`src/rtl/mem_stream_loader.sv`:
```
// Byte-stream to 32-bit word memory loader with big-endian assembly.
// Optional running checksum of written words: define LOADER_CHECKSUM_EN.
module mem_stream_loader #(
    parameter int DEPTH  = 512,
    parameter int ADDR_W = 9
) (
    input  logic              clock,
    input  logic              reset,
    input  logic              start,
    input  logic [9:0]        len_words,
    input  logic              in_valid,
    input  logic [7:0]        in_data,
    output logic              in_ready,
    output logic              mem_we,
    output logic [ADDR_W-1:0] mem_addr,
    output logic [31:0]       mem_wdata,
    output logic              busy,
    output logic              done,
    output logic [9:0]        words_loaded,
    output logic [31:0]       checksum
);

    localparam logic [9:0] DEPTH_L = 10'(DEPTH);

    typedef enum logic [1:0] {IDLE, RECV, WRITE, DONE} state_t;

    state_t      state;
    logic [9:0]  target;
    logic [1:0]  idx;
    logic [23:0] part;
    logic [9:0]  start_target;
    logic [9:0]  wl_next;
    logic        xfer;

    // Clamp to DEPTH so the word address can never wrap.
    assign start_target = (len_words > DEPTH_L) ? DEPTH_L : len_words;
    assign wl_next      = words_loaded + 10'd1;
    assign xfer         = in_valid && in_ready;

    always_ff @(posedge clock) begin
        if (reset) begin
            state        <= IDLE;
            target       <= '0;
            idx          <= '0;
            part         <= '0;
            in_ready     <= 1'b0;
            mem_we       <= 1'b0;
            mem_addr     <= '0;
            mem_wdata    <= '0;
            busy         <= 1'b0;
            done         <= 1'b0;
            words_loaded <= '0;
        end else begin
            mem_we <= 1'b0;
            unique case (state)
                IDLE, DONE: begin
                    if (start) begin
                        target       <= start_target;
                        words_loaded <= '0;
                        idx          <= '0;
                        done         <= 1'b0;
                        if (start_target == 10'd0) begin
                            state <= DONE;
                            done  <= 1'b1;
                        end else begin
                            state    <= RECV;
                            busy     <= 1'b1;
                            in_ready <= 1'b1;
                        end
                    end
                end
                RECV: begin
                    if (xfer) begin
                        part <= {part[15:0], in_data};
                        idx  <= idx + 2'd1;
                        if (idx == 2'd3) begin
                            state     <= WRITE;
                            in_ready  <= 1'b0;
                            mem_we    <= 1'b1;
                            mem_addr  <= words_loaded[ADDR_W-1:0];
                            mem_wdata <= {part, in_data};
                        end
                    end
                end
                WRITE: begin
                    words_loaded <= wl_next;
                    if (wl_next == target) begin
                        state <= DONE;
                        busy  <= 1'b0;
                        done  <= 1'b1;
                    end else begin
                        state    <= RECV;
                        in_ready <= 1'b1;
                    end
                end
                default: state <= IDLE;
            endcase
        end
    end

`ifdef LOADER_CHECKSUM_EN
    always_ff @(posedge clock) begin
        if (reset) begin
            checksum <= '0;
        end else if (start && (state == IDLE || state == DONE)) begin
            checksum <= '0;
        end else if (state == WRITE) begin
            checksum <= checksum + mem_wdata;
        end
    end
`else
    assign checksum = '0;
`endif

endmodule

```
`config.mk`:
```
export PLATFORM = sky130hd
export DESIGN_NAME = mem_stream_loader
export DESIGN_NICKNAME = d
export VERILOG_FILES = /design/src/rtl/mem_stream_loader.sv
export SDC_FILE = /design/constraint.sdc
export NUM_CORES = 1
export LEC_CHECK = 0
export CORE_UTILIZATION = 48
export CTS_CLUSTER_DIAMETER = 200
export DETAILED_ROUTE_END_ITERATION = 7
export PLACE_DENSITY = 0.9
export REMOVE_ABC_BUFFERS = 1
export SLEW_MARGIN = 20
export SYNTH_ARGS = -nofsm -noshare
export SYNTH_HDL_FRONTEND = slang
export SYNTH_SLANG_ARGS = --single-unit
```
`constraint.sdc`:
```
create_clock -name clock -period 2.4 [get_ports clock]
set_clock_uncertainty 0.1 [all_clocks]
set_input_delay 0.36 -clock clock [delete_from_list [all_inputs] [get_ports clock]]
set_output_delay 0.36 -clock clock [all_outputs]
set_load 0.05 [all_outputs]
```
Yosys cells after proc, flatten, opt, wreduce, memory -nomap -nowiden
Index checks and enable logic that the tools add are counted.
{"block": "totals", "output_inout_bits": 87, "reg_bits": 93, "input_bits": 22}
{"block": "classes", "bitwise_logic": 2, "muxes": 25, "order_cmp": 1, "n_reduce_logical": 16, "add_sub_neg": 2, "n_eq_ne": 11}
{"cell": "10-bit two-way mux", "n": 2}
{"cell": "10-bit case mux with 2 select lines", "n": 1}
{"cell": "2-bit two-way mux", "n": 7}
{"cell": "2-bit inequality test, second input constant", "n": 6}
{"cell": "3-bit AND reduction", "n": 4}
{"cell": "10-bit by 1-bit adder with 10-bit output, second input constant", "n": 1}
{"cell": "10-bit equality test", "n": 1}
{"cell": "10-bit > comparator, second input constant", "n": 1}
{"cell": "10-bit logical NOT", "n": 1}
{"cell": "1-bit two-way mux", "n": 10}
{"cell": "2-bit equality test, second input constant", "n": 3}
{"cell": "2-bit case mux with 3 select lines", "n": 1}
{"cell": "2-bit AND reduction", "n": 3}
{"cell": "5-bit AND reduction", "n": 1}
{"cell": "1-bit case mux with 2 select lines", "n": 2}
{"cell": "2-bit case mux with 2 select lines", "n": 1}
{"cell": "4-bit AND reduction", "n": 1}
{"cell": "2-bit nonzero test", "n": 2}
{"cell": "1-bit case mux with 3 select lines", "n": 1}
{"cell": "3-bit OR reduction", "n": 1}
{"cell": "2-bit by 1-bit adder with 2-bit output, second input constant", "n": 1}
{"cell": "2-bit by 1-bit equality test with 1-bit output, second input constant", "n": 1}
{"cell": "2-bit logical NOT", "n": 1}
{"cell": "1-bit NOT", "n": 2}
{"cell": "2 further kinds", "n": 2}

Depth between registers and ports, before layout
Gate-level depths: netlist of the first run.
{"block": "logic_depth", "ltp_word": 6, "depth_mapped": 9}

Worst setup path after synthesis of the first run
No wires, ideal clock.
{"block": "synth_timing", "kind": "reg2reg", "startpoint": "register words_loaded[0]", "endpoint": "register in_ready", "synth_period_minus_slack_ps": 2597, "t_required_ps": 2177, "arrival_ps": 2373, "path_stages_with_launch": 8, "setup_time_ps": 123, "slack_ps": -197, "n_path_buf": 0, "cell_sequence": "dfxtp_1 ha_1 nand4_1 xnor2_1 o211ai_1 a2111oi_4 a31oi_1 mux2_1"}
{"block": "synth_via", "elab_chain_len": 4}
{"element": "start, declared", "line": "19", "source": "output logic [9:0] words_loaded,"}
{"element": "start signal, assigned", "line": "86", "source": "words_loaded <= wl_next;"}
{"element": "10-bit by 1-bit adder with 10-bit output", "line": "37", "source": "assign wl_next = words_loaded + 10'd1;"}
{"element": "10-bit equality test", "line": "87", "source": "if (wl_next == target) begin"}
{"element": "2-bit inequality test (no line)"}
{"element": "5-bit AND reduction (no line)"}
{"element": "end signal, assigned", "line": "46", "source": "in_ready <= 1'b0;"}
{"element": "end signal, assigned", "line": "78", "source": "in_ready <= 1'b0;"}
{"element": "end signal, assigned", "line": "93", "source": "in_ready <= 1'b1;"}
{"element": "end, declared", "line": "13", "source": "output logic in_ready,"}
No other way between the ends.
A chain may end at the register's enable or synchronous reset.

Final worst setup path of the first run
{"block": "layout_timing", "startpoint": "register words_loaded[1]", "endpoint": "register in_ready"}
Same word-level chain as after synthesis.

==> metrics.txt, run 1 <==
status finished, final reports clean; first-pass iteration count of the detailed router 4; Hold WC Path Type flip-flop to flip-flop; clk sinks 93; crit end category flip-flop; HPWL Detailed around 6.3 mm; critical path class flip-flop to flip-flop; FMAX about 440 MHz; Clk pin slew, worst setup/hold paths 0.10 ns; origin of the worst min-delay path part[21]; crit path launch words_loaded[1]; Final Setup Violations 0; fin util between 60% and 70%; Worst-Margin Slew roughly 0.79 ns; 1st-iter DRT viols around 200; Nets slightly above 600; reg-to-reg endpoint in_ready; Post-synth ARST share 0%; Remaining Overflow, GRT 0; number of synthesized flops with an enable pin 0; Rel. slew slack between 40% and 50%; Final Instance Area about 5100 sq um; top cell type's share of synthesized area between 40% and 50%; Synth area leaders dfxtp_1, nand2_1, a21oi_1; H-tree levels 3; area grow syn2layout 24.5%; R2R Setup Slk 0.11 ns; crit path capture in_ready; worst flop-to-flop path startpoint words_loaded[1]; vias approximately 3,600; min Tclk post-route approximately 2.3 ns; count leader, synth nand2_1; number of routed nets with antenna violations 0; Worst EP arrival 2.44 ns; Inserted Diodes 0; most frequent cells after synthesis nand2_1, dfxtp_1, a21oi_1; Rows 33; CTS tree built; share of cells above drive strength 1 under 10%; Mapped Cells approximately 530; clk buf depth 2; vias in the first global route 3,357; Worst Reg2Reg Path Length in Cells 7; largest net degree at the start of global routing between 60 and 70; Tot Pwr about 0.0037 W; Placed Instances 686; Final Hold Vio Count 0; Initial Util about 50%; Max VDD drop about 0.50 mV; Req. time, crit path around 2.6 ns; Die Span Y approximately 94 microns; Vias/cell just over 5; #FFs+latches synth just over 90; initial antenna violation count 0; CTS Buf Count 9; cell taking the most area after synthesis dfxtp_1; first-pass GRT wire length between 15 and 20 mm; wire per inst about 13 microns; Skew-Pair Late Insertion Delay approximately 0.37 ns; I/O Buffers 76; Lkg Pwr between 1.5 and 2 nW; Cell Pwr Density 728 nW/um^2; Floorplan Core Area just over 8000 sq um; fin cells ~700; Fin Setup TNS 0 ns; Post-Route WL approximately 9.3 mm; Yosys cell types 46; Worst Path Max Fanout 8; io pins ~110; Root Driver clkbuf_8; fin crit share about 95%; die width between 90 and 100 microns; Remaining DRCs 0; Top FF cell, synth dfxtp_1; sequential share of the synthesized area between 40% and 50%; startpoint types flip-flop; max-slew violations 0; GRT Overall Usage between 20% and 30%; final weighted congestion in routability-driven placement 0.837; Ys Warns 0; Syn Area/Cell roughly 7.7 sq um; placed inst area a little under 5000 sq um; die footprint 8880 sq um; synthesized area slightly above 4000 sq um; maxcap violations 0
layer usage:
layer	vias to the layer above	part of all wire, %	GRT usage (%)
li1	1815	-	-
met1	1674	41	25.1
met2	134	50	36.7
met3	15	7.3	6.72
met4	0	1.3	8.72
met5	-	0	0
cell families after synthesis:
family	Yosys count	share of synthesized area, %
buf+inv	76	10.0
fa+ha+maj	5	1.53
mux	3	0.797
other cells	1	0.0919
compound gates	110	15.4
flops	93	45.6
simple gates	229	24.4
xor+xnor	10	2.15
timing repair:
action / 4_1_cts / 5_1_grt
gates resized for setup: 1 / 6
pin swaps: 0 / 1
setup buffers: 0 / 1
endpoints found under the setup margin: 1 / 3
hold buffers: 0 / 0
endpoints found under the hold margin: 0 / 0
power breakdown:
| group | internal (W) | switching [W] |
|---|---|---|
| combinational | 0.000334 | 0.000687 |
| clock | 0.000421 | 0.000584 |
| sequential | 0.00161 | 0.0000626 |
| total | 0.00237 | 0.00133 |
stage by stage:
stage | worst slack [ns] | hold WS (ns)
after global placement | 0.0937 | 0.338
final | 0.109 | 0.353
after global routing | -0.00957 | 0.374
after CTS | 0.0163 | 0.352
after detailed placement | -0.00138 | 0.346
after floorplan | -0.253 | 0.326
final cells by class:
type | count | area [sq um]
repair buffers | 92 | 913
clock inverters | 6 | 52.6
flip-flops and latches | 93 | 1870
fillers | 717 | 3130
well taps | 105 | 131
inverters | 8 | 30.0
clock buffers | 10 | 138
multi-input cells | 389 | 1950
worst min-delay path by stage:
stage	slack (ns)	depth (start not counted)	end
finish	0.35	2	mem_wdata[29]
global route	0.37	2	mem_wdata[29]
CTS	0.35	2	mem_wdata[29]
detailed placement	0.35	2	mem_addr[6]
global placement	0.34	2	mem_wdata[28]
floorplan	0.33	2	mem_wdata[24]
flip-flops by register name (all words and copies together) (netlist names):
register and count:
mem_addr 9, target 10, state 2, mem_wdata 32
idx 2, in_ready 1, mem_we 1, busy 1
done 1, words_loaded 10, part 24
worst max-delay path: stages, from the launching register on:
cell	delay [ns]
dfxtp_4	0.40
ha_4	0.18
nand4_1	0.17
xnor2_1	0.20
o211ai_1	0.16
a2111oi_4	0.45
a31oi_2	0.17
mux2_1	0.36
cells in the final DEF (no fill, tap or decap), types with 2 or more instances in the layout:
cell	Yosys	routed
dfxtp_1	93	91
and2_1	2	2
o211ai_1	2	2
conb_1	1	32
nand2b_1	2	2
inv_6	0	2
nor3_1	10	9
a21o_1	4	4
buf_4	32	13
buf_12	0	3
nor4b_1	2	2
nand4_1	3	3
xor2_1	3	3
xnor2_1	7	7
clkdlybuf4s50_1	0	75
nand3_1	9	9
a22oi_1	3	3
ha_1	5	4
inv_1	8	8
and3_1	2	2
clkbuf_8	0	10
clkinvlp_4	0	2
nand2_1	144	144
o21ai_0	2	2
nor3b_1	10	10
o21ai_1	3	3
nor2_1	33	33
a21oi_1	84	84
nor2b_1	3	3
nor4_1	3	3
a311oi_1	2	2
(Power assumes the default switching activity.)
==> run 2, diff against run 1 <==
CORE_UTILIZATION = 50   (was 48)
CTS_BUF_LIST = sky130_fd_sc_hd__clkbuf_8   (was not set)
PLACE_DENSITY = 0.93   (was 0.9)
==> run 2 against run 1 <==
Compared with the run above:
- register-to-register slack got worse by 0.02 ns
- critical path type unchanged
- combinational power barely moved
- clock power rose by 26%
- setup slack got worse by 0.023 ns
- core utilization grew 3.9 points
- via count up 0.47%
- largest cell class unchanged
==> metrics.txt, run 2 (synthesis results as in run 1) <==
status finished, final reports clean (unchanged); number of routed nets with antenna violations 0 (unchanged); FF/Latch Area 1870 sq um (about the same); fin crit share 96.4% (was 95.4%); Worst EP arrival 2.46 ns (was 2.44 ns); CP delay by family, top compound AO/OA/AOI/OAI gates (unchanged); Initial Util 52.3% (was 49.7%); Worst-Margin Slew 0.746 ns (was 0.785 ns); maxcap violations 0 (unchanged); cts-stage hold buffer count 0 (unchanged); clk buf depth 2 (unchanged); startpoint types flip-flop (unchanged); commonest non-fill, non-tap cell in the layout nand2_1 (unchanged); wire per inst 13.4 microns (was 13.2 microns); final weighted congestion in routability-driven placement 0.904 (was 0.837); Final Hold Vio Count 0 (unchanged); Lkg Pwr 1.83 nW (was 1.79 nW); Inserted Diodes 0 (unchanged); area grow syn2layout 25.8% (was 24.5%); initial antenna violation count 0 (unchanged); crit end category flip-flop (unchanged); clk sinks 93 (unchanged); post-CTS setup buffers 0 (unchanged); reg-to-reg endpoint in_ready (unchanged); max-slew violations 0 (unchanged); Nets 622 (was 620); Post-Route WL 9.40 mm (was 9.26 mm); placed inst area 4860 sq um (about the same); Clk pin slew, worst setup/hold paths 0.09 ns (was 0.10 ns); Remaining DRCs 0 (unchanged); Hold Path Sink target[1] (was mem_wdata[29]); Cell Pwr Density 769 nW/um^2 (was 728 nW/um^2); Rows 32 (was 33); worst flop-to-flop path startpoint words_loaded[1] (unchanged); die width 92.4 microns (was 94.2 microns); Place WS 0.00430 ns (was -0.00138 ns); Die Span Y 92.4 microns (was 94.2 microns); Hold WC Path Type input pin to flip-flop (was flip-flop to flip-flop); min Tclk post-route 2.31 ns (was 2.29 ns); most flop-heavy register mem_wdata (unchanged); GRT Overall Usage 22.7% (was 21.6%); Skew-Pair Late Insertion Delay 0.36 ns (was 0.37 ns); Fillers 654 (was 717); CTS Buf Count 9 (unchanged); share of cells above drive strength 1 7.33% (was 6.86%); biggest regs mem_wdata: 32 flops, part: 24 flops (unchanged); Hold Path Cell Cnt 2 (unchanged); most frequent cells in the layout nand2_1, dfxtp_1, a21oi_1 (unchanged); Final Instance Area 5130 sq um (was 5080 sq um); CP max stage cell or3_4 (was a2111oi_4); Worst Reg2Reg Path Length in Cells 6 (was 7); Buf/Inv on CP 0 (unchanged); Root Driver clkbuf_8 (unchanged); Rel. slew slack 50.0% (was 47.3%); io pins 109 (unchanged); setup ws final 0.0867 ns (was 0.109 ns); critical path class flip-flop to flip-flop (unchanged); vias in the first global route 3,286 (was 3,357); fin cells 702 (was 703); Remaining Overflow, GRT 0 (unchanged); largest net degree at the start of global routing 45 (was 62); first-pass GRT wire length 15.4 mm (was 15.0 mm); 1st-iter DRT viols 200 (was 201); Req. time, crit path 2.55 ns (about the same); R2R Setup Slk 0.09 ns (was 0.11 ns); CTS tree built (unchanged); origin of the worst min-delay path reset (was part[21]); vias 3,655 (was 3,638); Vias/cell 5.21 (was 5.17); HPWL Detailed 6.73 mm (was 6.34 mm); RSZ-0062 raised after global routing false; number of flip-flops in the largest register 32 (unchanged); slowest stage delay, CP 0.41 ns (was 0.45 ns); I/O Buffers 76 (unchanged); die footprint 8530 sq um (was 8880 sq um); hold_ws 0.308 ns (was 0.353 ns); Max VDD drop 0.554 mV (was 0.503 mV); first-pass iteration count of the detailed router 4 (unchanged); FMAX 432 MHz (was 437 MHz); Floorplan Core Area 7810 sq um (was 8220 sq um); Worst Path Max Fanout 3 (was 8); Final Setup Violations 0 (unchanged); Multi-input gate area 1950 sq um (about the same); worst-path cell chain and4_1 -> a21boi_1 -> or3_4 -> a2111oi_4 -> a31oi_1 -> mux2_1 (was ha_4 -> nand4_1 -> xnor2_1 -> o211ai_1 -> a2111oi_4 -> a31oi_2 -> mux2_1); Placed Instances 686 (unchanged); H-tree levels 3 (unchanged)
-- run 2: per-stage QoR --
| stage | util [%] | total power (W) | setup TNS (ns) |
|---|---|---|---|
| 6_report | 65.8 | 0.00395 | 0 |
| 5_1_grt | 65.8 | 0.00412 | 0 |
| 4_1_cts | 65.4 | 0.00394 | 0 |
| 3_5_place_dp | 62.3 | 0.00269 | 0 |
| 3_3_place_gp | 62.3 | 0.00266 | 0 |
| 2_1_floorplan | - | 0.00236 | -6.87 |
-- run 2: worst max path at each step --
stage	startpoint	end	slack (ns)	cells after the start
global route	words_loaded[5]	in_ready	0.02	6
detailed placement	words_loaded[0]	in_ready	0.004	7
finish	words_loaded[1]	in_ready	0.09	6
CTS	words_loaded[0]	in_ready	0.05	7
global placement	words_loaded[0]	in_ready	0.14	7
floorplan	words_loaded[0]	in_ready	-0.25	7
-- run 2: area by class of cell --
| class | instances | area share [%] |
|---|---|---|
| inverters | 8 | 0.585 |
| flip-flops and latches | 93 | 36.3 |
| clock buffers | 9 | 2.41 |
| repair buffers | 94 | 17.8 |
| well taps | 102 | 2.49 |
| clock inverters | 7 | 2.34 |
| multi-input cells | 389 | 38.0 |
-- run 2: where the power goes --
part / switching (W) / internal [W] / leakage (nW)
combinational: 0.000679 / 0.000328 / 0.952
clock: 0.000566 / 0.000698 / 0.126
sequential: 0.0000620 / 0.00161 / 0.753
-- run 2: layer usage --
| layer | vias up | global-route usage (%) | share of wire (%) |
|---|---|---|---|
| li1 | 1818 | - | - |
| met1 | 1674 | 28.1 | 43 |
| met2 | 142 | 37.5 | 48 |
| met3 | 21 | 6.90 | 7.2 |
| met4 | 0 | 7.16 | 1.8 |
| met5 | - | 0 | 0 |
-- run 2: timing repair --
item | 4_1_cts | 5_1_grt
hold endpoints to repair | 0 | 0
gates cloned | 0 | 0
gates resized for setup | 1 | 7
endpoints found under the setup margin | 1 | 1
==> run 3, diff against run 2 <==
CORE_UTILIZATION = 54   (was 50)
PLACE_DENSITY = 0.95   (was 0.93)
clock period = 3 ns   (was 2.4 ns; I/O delays follow)
==> run 3 against run 2 <==
Compared with the run above:
- clock-buffer cell count rose by 2
- hold slack improved by 0.045 ns
- die area fell by 7.3%
- first-iteration DRC count rose by 22%
- combinational power fell by 25%
- sequential share of layout area rose by 1.3 points
- core utilization rose by 2.1 points
- clock power fell by 37%
- critical endpoint unchanged
==> metrics.txt, run 3 (synthesis results as in run 1) <==
status finished, final reports clean (unchanged); Final Setup Violations 0 (unchanged); Placed Instances 670 (was 686); number of routed nets with antenna violations 0 (unchanged); largest net degree at the start of global routing 70 (was 45); fin crit share 84.5% (was 96.4%); H-tree levels 3 (unchanged); worst-path cell chain ha_1 -> nand4_1 -> xnor2_1 -> o211ai_1 -> a2111oi_4 -> a31oi_1 -> mux2_1 (was and4_1 -> a21boi_1 -> or3_4 -> a2111oi_4 -> a31oi_1 -> mux2_1); io pins 109 (unchanged); most frequent cells in the layout nand2_1, dfxtp_1, a21oi_1 (unchanged); Root Driver clkbuf_8 (unchanged); number of flip-flops in the largest register 32 (unchanged); critical path class flip-flop to flip-flop (unchanged); fin cells 686 (was 702); hold_ws 0.354 ns (was 0.308 ns); Flop pwr share 46.4% (was 42.5%); Vias/cell 5.35 (was 5.21); Comb pwr share 26.3% (was 25.5%); RSZ-0062 raised after global routing false (unchanged); Worst-Margin Slew 0.725 ns (was 0.746 ns); clk sinks 93 (unchanged); min Tclk post-route 2.53 ns (was 2.31 ns); Hold WC Path Type flip-flop to flip-flop (was input pin to flip-flop); wire per inst 13.6 microns (was 13.4 microns); final weighted congestion in routability-driven placement 0.951 (was 0.904); setup ws final 0.466 ns (was 0.0867 ns); CTS Buf Count 9 (unchanged); Floorplan Core Area 7290 sq um (was 7810 sq um); biggest regs mem_wdata: 32 flops, part: 24 flops (unchanged); PostCTS Resize Cnt 0 (was 1); I/O Buffers 76 (unchanged); die footprint 7910 sq um (was 8530 sq um); Post-Route WL 9.33 mm (was 9.40 mm); Nets 609 (was 622); Fin Setup TNS 0 ns (unchanged); Req. time, crit path 3.16 ns (was 2.55 ns); vias 3,673 (was 3,655); Lkg Pwr 1.73 nW (was 1.83 nW); Psw 0.00102 W (was 0.00131 W); Final Hold Vio Count 0 (unchanged); HPWL Detailed 6.49 mm (was 6.73 mm); Place WS 0.526 ns (was 0.00430 ns); most flop-heavy register mem_wdata (unchanged); first-pass GRT wire length 14.9 mm (was 15.4 mm); first-pass iteration count of the detailed router 5 (was 4); Rel. slew slack 51.4% (was 50.0%); clk buf depth 2 (unchanged); CTS tree built (unchanged); Clk pin slew, worst setup/hold paths 0.09 ns (about the same); Remaining Overflow, GRT 0 (unchanged); switch share 35.3% (was 33.1%); slowest stage delay, CP 0.51 ns (was 0.41 ns); Worst Path Max Fanout 9 (was 3); 1st-iter DRT viols 243 (was 200); startpoint types flip-flop (unchanged); die width 88.9 microns (was 92.4 microns); clock share of power 27.3% (was 32.0%); CP max stage cell dfxtp_1 (was or3_4); Cell Pwr Density 584 nW/um^2 (was 769 nW/um^2); commonest non-fill, non-tap cell in the layout nand2_1 (unchanged); Fillers 599 (was 654); max-slew violations 0 (unchanged); Rows 31 (was 32); cts-stage hold buffer count 0 (unchanged); vias in the first global route 3,312 (was 3,286); post-CTS setup buffers 0 (unchanged); Worst EP arrival 2.69 ns (was 2.46 ns); Max VDD drop 0.359 mV (was 0.554 mV); GRT Overall Usage 24.4% (was 22.7%); FMAX 395 MHz (was 432 MHz); Die Span Y 88.9 microns (was 92.4 microns); Buf/Inv on CP 0 (unchanged); Initial Util 56.0% (was 52.3%); share of cells above drive strength 1 4.09% (was 7.33%); area grow syn2layout 21.2% (was 25.8%); CP delay by family, top compound AO/OA/AOI/OAI gates (unchanged); maxcap violations 0 (unchanged); crit end category flip-flop (unchanged); Remaining DRCs 0 (unchanged); initial antenna violation count 0 (unchanged); Skew-Pair Late Insertion Delay 0.36 ns (about the same); Int Pwr 0.00187 W (was 0.00264 W); Inserted Diodes 0 (unchanged)
==> run 3: layer usage <==
layer	global-route usage (%)	part of all wire, %	routed length [microns]	vias to the layer above
met5	0	0	0	-
met4	9.67	1.7	161	0
met3	5.91	8.0	744	19
met2	42.7	50	4680	139
met1	29.1	40	3740	1724
li1	-	-	-	1791
==> run 3: path summary, 6_finish.rpt <==
| check | startpoint | endpoint | slack [ns] | cells after the start |
|---|---|---|---|---|
| hold / removal | part[18] | mem_wdata[26] | 0.35 | 2 |
| setup / recovery | words_loaded[0] | in_ready | 0.47 | 7 |
| hold reg to reg | part[18] | mem_wdata[26] | 0.35 | 2 |
| setup reg to reg | words_loaded[0] | in_ready | 0.47 | 7 |
==> run 3: layout make-up <==
class / instances / area (sq um) / area share [%]
multi-input cells: 389 / 1930 / 39.0
flip-flops and latches: 93 / 1860 / 37.6
repair buffers: 81 / 818 / 16.5
clock buffers: 11 / 151 / 3.06
well taps: 99 / 124 / 2.50
clock inverters: 5 / 33.8 / 0.683
inverters: 8 / 30.0 / 0.607
==> run 3: per-stage QoR <==
stage          util, %  power, W  instance area [sq um]
6_report          67.8   0.00289                   4950
5_1_grt           67.8   0.00302                   4950
4_1_cts           67.8   0.00288                   4950
3_5_place_dp      65.3   0.00210                   4760
3_3_place_gp      65.3   0.00208                   4760
2_1_floorplan        -   0.00189                   3820
==> run 3: worst reg2reg max path, cell delays in order, from the launching register on <==
cell	delay (ns)
dfxtp_1	0.51
ha_1	0.36
nand4_1	0.20
xnor2_1	0.20
o211ai_1	0.15
a2111oi_4	0.38
a31oi_1	0.18
mux2_1	0.35
==> run 3: power groups by stage <==
stage	Sequential (W)	Clock [W]	Combinational, W
6_report	0.00134	0.000789	0.000758
5_1_grt	0.00135	0.000851	0.000821
4_1_cts	0.00134	0.000800	0.000745
3_5_place_dp	0.00137	0	0.000736
3_3_place_gp	0.00137	0	0.000713
2_1_floorplan	0.00143	0	0.000463
